File: config.mk
export PLATFORM = sky130hd
export DESIGN_NAME = ahb_bus_arbiter_flat
export DESIGN_NICKNAME = d
export VERILOG_FILES = /design/src/rtl/ahb_bus_arbiter_if.sv /design/src/rtl/ahb_bus_arbiter.sv /design/src/flat_wrapper.sv
export SDC_FILE = /design/constraint.sdc
export NUM_CORES = 1
export LEC_CHECK = 0
export ABC_AREA = 1
export ABC_CLOCK_PERIOD_IN_PS = 3240
export BUFFER_PORTS_ARGS = -buffer_cell sky130_fd_sc_hd__buf_4
export CAP_MARGIN = 25
export CORE_ASPECT_RATIO = 0.5
export CORE_MARGIN = 10
export CORE_UTILIZATION = 35
export CTS_CLUSTER_SIZE = 25
export DETAILED_ROUTE_END_ITERATION = 12
export PLACE_DENSITY = 0.6
export SETUP_SLACK_MARGIN = 0.1
export SLEW_MARGIN = 20
export SYNTH_ARGS = -nofsm -noshare
export SYNTH_HDL_FRONTEND = slang
export SYNTH_SLANG_ARGS = --single-unit
File: constraint.sdc
create_clock -name hclk -period 3.24 [get_ports hclk]
set_input_delay 0.486 -clock hclk [delete_from_list [all_inputs] [get_ports hclk]]
set_output_delay 0.486 -clock hclk [all_outputs]
set_load 0.01 [all_outputs]
File: src/rtl/ahb_bus_arbiter_if.sv
// Request/grant bundle between the AHB masters and the bus arbiter.
// The arbiter attaches through the slave modport; the master side drives requests.
interface ahb_bus_arbiter_if #(
    parameter int NUM_MASTERS = 3
);
    logic [NUM_MASTERS-1:0] hbusreq;
    logic [NUM_MASTERS-1:0] hlock;
    logic [1:0]             htrans;
    logic                   hready;
    logic [NUM_MASTERS-1:0] hgrant;
    logic [1:0]             hmaster;
    logic [1:0]             hmaster_d;
    logic                   hmastlock;

    modport master (
        output hbusreq, hlock, htrans, hready,
        input  hgrant, hmaster, hmaster_d, hmastlock
    );

    modport slave (
        input  hbusreq, hlock, htrans, hready,
        output hgrant, hmaster, hmaster_d, hmastlock
    );
endinterface

File: src/rtl/ahb_bus_arbiter.sv
// Round-robin AHB arbiter with lock support, burst protection and a per-tenure
// beat cap; also tracks address-phase and data-phase owner indices.
module ahb_bus_arbiter #(
    parameter int NUM_MASTERS    = 3,
    parameter int DEFAULT_MASTER = 0,
    parameter int MAX_BEATS      = 16
) (
    input  logic                 hclk,
    input  logic                 hresetn,
    ahb_bus_arbiter_if.slave     bus
);
    typedef enum logic [1:0] {PARK, OWNED, LOCKED} state_t;

    localparam logic [NUM_MASTERS-1:0] DEF_GRANT = NUM_MASTERS'(1) << DEFAULT_MASTER;

    state_t                 state;
    logic [1:0]             owner;
    logic [7:0]             beat_cnt;

    logic                   own_req, own_lock, others_req, any_req;
    logic                   ap, preempt, rearb, found;
    logic [1:0]             win;
    logic [NUM_MASTERS-1:0] grant_win;

    assign own_req    = |(bus.hbusreq & bus.hgrant);
    assign own_lock   = |(bus.hlock & bus.hgrant);
    assign others_req = |(bus.hbusreq & ~bus.hgrant);
    assign any_req    = |bus.hbusreq;

    // IDLE and NONSEQ both have htrans[0]=0; SEQ/BUSY never break a burst.
    assign ap = bus.hready && !bus.htrans[0] && !own_lock;

    // A locked tenure is only measured against the cap once hlock has fallen.
    assign preempt = (state != LOCKED || !own_lock) &&
                     (beat_cnt >= 8'(MAX_BEATS)) && others_req;
    assign rearb   = ap && (!own_req || preempt);

    // Scan owner+1 .. owner (wrapping); owner itself is considered last.
    always_comb begin
        win   = 2'(DEFAULT_MASTER);
        found = 1'b0;
        for (int o = 0; o < NUM_MASTERS; o++) begin
            if (owner == 2'(o)) begin
                for (int i = 1; i <= NUM_MASTERS; i++) begin
                    if (!found && bus.hbusreq[(o + i) % NUM_MASTERS]) begin
                        win   = 2'((o + i) % NUM_MASTERS);
                        found = 1'b1;
                    end
                end
            end
        end
        for (int k = 0; k < NUM_MASTERS; k++)
            grant_win[k] = (win == 2'(k));
    end

    always_ff @(posedge hclk or negedge hresetn) begin
        if (!hresetn) begin
            state         <= PARK;
            owner         <= 2'(DEFAULT_MASTER);
            beat_cnt      <= '0;
            bus.hgrant    <= DEF_GRANT;
            bus.hmaster   <= 2'(DEFAULT_MASTER);
            bus.hmaster_d <= 2'(DEFAULT_MASTER);
            bus.hmastlock <= 1'b0;
        end else if (bus.hready) begin
            bus.hmaster   <= owner;
            bus.hmaster_d <= bus.hmaster;
            bus.hmastlock <= own_lock;

            // Tenure length restarts whenever the address-phase owner changes.
            if (owner != bus.hmaster)
                beat_cnt <= '0;
            else if (bus.htrans[1] && beat_cnt != 8'hff)
                beat_cnt <= beat_cnt + 8'd1;

            if (rearb) begin
                owner      <= win;
                bus.hgrant <= grant_win;
                if (!any_req)
                    state <= PARK;
                else if (|(bus.hlock & grant_win))
                    state <= LOCKED;
                else
                    state <= OWNED;
            end else if (own_lock) begin
                state <= LOCKED;
            end else if (own_req) begin
                state <= OWNED;
            end
        end
    end
endmodule
File: src/flat_wrapper.sv
// flat-port wrapper written by rule: the top's interface ports become plain ports
module ahb_bus_arbiter_flat 
#(
    parameter int NUM_MASTERS    = 3,
    parameter int DEFAULT_MASTER = 0,
    parameter int MAX_BEATS      = 16
)
  (hclk, hresetn, bus_hbusreq, bus_hlock, bus_htrans, bus_hready, bus_hgrant, bus_hmaster, bus_hmaster_d, bus_hmastlock);
  ahb_bus_arbiter_if #(.NUM_MASTERS(NUM_MASTERS)) bus_i ();
  input  logic hclk;
  input  logic hresetn;
  input wire logic [$bits(bus_i.hbusreq)-1:0] bus_hbusreq;
  input wire logic [$bits(bus_i.hlock)-1:0] bus_hlock;
  input wire logic [$bits(bus_i.htrans)-1:0] bus_htrans;
  input wire logic [$bits(bus_i.hready)-1:0] bus_hready;
  output wire logic [$bits(bus_i.hgrant)-1:0] bus_hgrant;
  output wire logic [$bits(bus_i.hmaster)-1:0] bus_hmaster;
  output wire logic [$bits(bus_i.hmaster_d)-1:0] bus_hmaster_d;
  output wire logic [$bits(bus_i.hmastlock)-1:0] bus_hmastlock;
  assign bus_i.hbusreq = bus_hbusreq;
  assign bus_i.hlock = bus_hlock;
  assign bus_i.htrans = bus_htrans;
  assign bus_i.hready = bus_hready;
  assign bus_hgrant = bus_i.hgrant;
  assign bus_hmaster = bus_i.hmaster;
  assign bus_hmaster_d = bus_i.hmaster_d;
  assign bus_hmastlock = bus_i.hmastlock;
  ahb_bus_arbiter #(.NUM_MASTERS(NUM_MASTERS), .DEFAULT_MASTER(DEFAULT_MASTER), .MAX_BEATS(MAX_BEATS)) u_core (.hclk(hclk), .hresetn(hresetn), .bus(bus_i));
endmodule
==> results.md <==
- Status: completed
- Initial DRC count: 24
- Gr busiest metal: met2
- Crit-path max cell delay: 0.39 ns
- Reg clk slew, reported paths: 0.07 ns
- Asr flop ratio synth: 100.0%
- Clock Skews: 0.006144 ns
- R2R depth: 9
- CTS Root Cell: clkbuf_8
- Critical Path AT: 1.77 ns
- Vias per cell: 4.566
- Placed cells: 185
- Syn Nets: 145
- Final cell count without fillers: 189
- I/O Buffers: 18
- Clk_lat worst skew: 0.25 ns
- Post-cts resize count: 0
- Syn Inst Count: 132
- Pin count of the biggest net entering global routing: 19
- VDD IR max: 0.3423 mV
- Area of the die: 5683 um^2
- N_diodes: 0
- Fin. Hold Viols: 0
- I/O pins: 19
- Fmax: 635.4 MHz
- Largest cells by area after synthesis: dfrtp_1 (41%), nand2_1 (14%), nand3_1 (6.3%), inv_1 (6.1%), o21ai_0 (5.3%)
- Final #Nets: 166
- Final wirelength: 2.190 mm
- Clk buf depth: 2
- Routing usage on met2: 13.07%
- Die X: 97.08 um
- TritonRoute pass-1 iters: 4
- Maximum fanout along the worst path: 14
- Synthesized area: 1040 um^2
- CTS tree: yes
- Sequential-to-total area share from yosys stat: 43.44%
- Count of synthesis-stage warnings from yosys: 0
- Num Clock Sinks: 18
- Slew @ Worst Pin: 0.3045 ns
- Synth area leader: dfrtp_1
- Fraction of layout cells with a size suffix above 1: 23.68%
- Total global-route track usage: 7.713%
- CP Cell Sequence: ha_1 -> nand2_1 -> nor3_2 -> nand3_1 -> nand3_1 -> nand2_2 -> inv_1 -> nand2_1 -> nand2_1
- GR Util met3: 2.910%
- Max cap viols: 0
- Netlist cell types: 22
- # setup viols final: 0
- Post-synth top area share: 40.91%
- Fin crit period: 1.574 ns
- Min-Delay Path Class: input port to async pin
- PD cells: 721.2 nW/um^2
- Routed len/inst: 11.59 um
- Startpoint type of the worst setup path: register
- Core ar.: 2716 um^2
- Leakage power: 0.6198 nW
- Post-synthesis sequential element count: 18
- Final Cycle Share: 48.58%
- Max-slew violation count: 0
- Critical-path top delay cell: dfrtp_1
- Post-DP HPWL: 1.702 mm
- Hold-fix buffers, CTS: 0
- Total grt overflow: 0
- Setup crit end kind: register
- Most common cell on crit path: nand2_1
- Top FF cell, synth: dfrtp_1
- Post-synth EDFFs: 0
- M1 GR Usage: 8.941%
- Critical Path RT: 3.44 ns
- Top-count cell post-synth: nand2_1
- Routed via count: 863
- Initial Util: 38.28%
- DRC: 0
- Critical path class: register to register
- Final ANT Viol Nets: 0
- TNS Setup: 0 ns
- Row cnt: 13
- Vias in the first global route: 817
- Initial antenna violation count: 0
- Setup Buffers After CTS: 0
- Total CTS buffers: 3
- Deepest level of the CTS H-tree: 1
- Die Ht: 58.54 um
- Syn Area/Cell: 7.877 um^2
- Slew headroom: 79.63%
- First-pass GRT wire length: 3.691 mm
- Layout area overhead: 20.58%
- Final RePlAce weighted congestion: 0.7757
- Post-synth top cells: nand2_1 (38), dfrtp_1 (17), inv_1 (17)
- RSZ-0062 raised after global routing: no
==> layer usage <==
layer,vias up,part of all wire (%)
met4,0,1.3
met5,-,0
met3,2,3.5
met2,9,48
li1,457,-
met1,395,47
==> report_power, final <==
part	switching [mW]	internal [mW]	total (mW)
Combinational	0.218	0.144	0.362
Sequential	0.0618	0.295	0.357
Clock	0.0772	0.108	0.185
Total	0.357	0.547	0.904
==> worst max-delay path, delay by kind of cell, from the launching register on <==
kind / cells / cell delay, ns
buffers and inverters: 1 / 0.15
adder cells (fa/ha/maj): 1 / 0.21
flip-flops: 1 / 0.39
AND/OR/NAND/NOR: 7 / 0.77
==> flip-flops by register name (all words and copies together) (netlist names) <==
register	cells
u_core.bus.hmaster	2
u_core.owner	2
u_core.bus.hgrant	3
u_core.beat_cnt	8
u_core.bus.hmastlock	1
u_core.bus.hmaster_d	2
==> through the flow <==
stage	worst slack, ns	instance area [um^2]	power (mW)	util (%)	hold WS [ns]
global route	1.497	1254	0.9810	46.15	0.09751
floorplan	1.868	1040	0.6011	-	0.1904
detailed placement	1.692	1199	0.7293	44.13	0.3738
finish	1.666	1254	0.9042	46.15	0.08736
global placement	1.731	1199	0.7260	44.13	0.3717
CTS	1.680	1254	0.9175	46.15	0.09407
==> final cells by class <==
cell class / instances / area, um^2
inverters: 18 / 72.57
flip-flops and latches: 18 / 451.7
fillers: 268 / 1463
repair buffers: 18 / 135.1
clock buffers: 4 / 55.05
well taps: 37 / 46.29
multi-input cells: 94 / 493.0
==> cells by family after synthesis <==
logic type | synth area share, %
xor+xnor | 5.054
fa+ha+maj | 2.406
simple gates | 29.97
flops | 43.44
compound gates | 9.987
buf+inv | 9.145
==> final timing paths <==
kind,start,end,slack (ns)
min,hresetn,u_core.beat_cnt[5],0.09
min in group hclk,u_core.bus.hmaster_d[0],u_core.bus.hmaster_d[0],0.49
max in group asynchronous,hresetn,u_core.bus.hgrant[0],2.89
max reg2reg,u_core.beat_cnt[0],u_core.beat_cnt[6],1.67
min reg2reg,u_core.bus.hmaster_d[0],u_core.bus.hmaster_d[0],0.49
max,u_core.beat_cnt[0],u_core.beat_cnt[6],1.67
==> placed cells by master (no fill, tap or decap), types with 3 or more instances in the layout <==
| cell | count |
|---|---|
| buf_4 | 18 |
| clkbuf_8 | 4 |
| dfrtp_1 | 17 |
| inv_1 | 17 |
| nand2_1 | 38 |
| nand2_2 | 3 |
| nand3_1 | 13 |
| nor2_1 | 7 |
| o21ai_0 | 11 |
| o21ai_2 | 5 |
| xor2_1 | 4 |
Note: power is estimated with default switching activity, not from simulation.
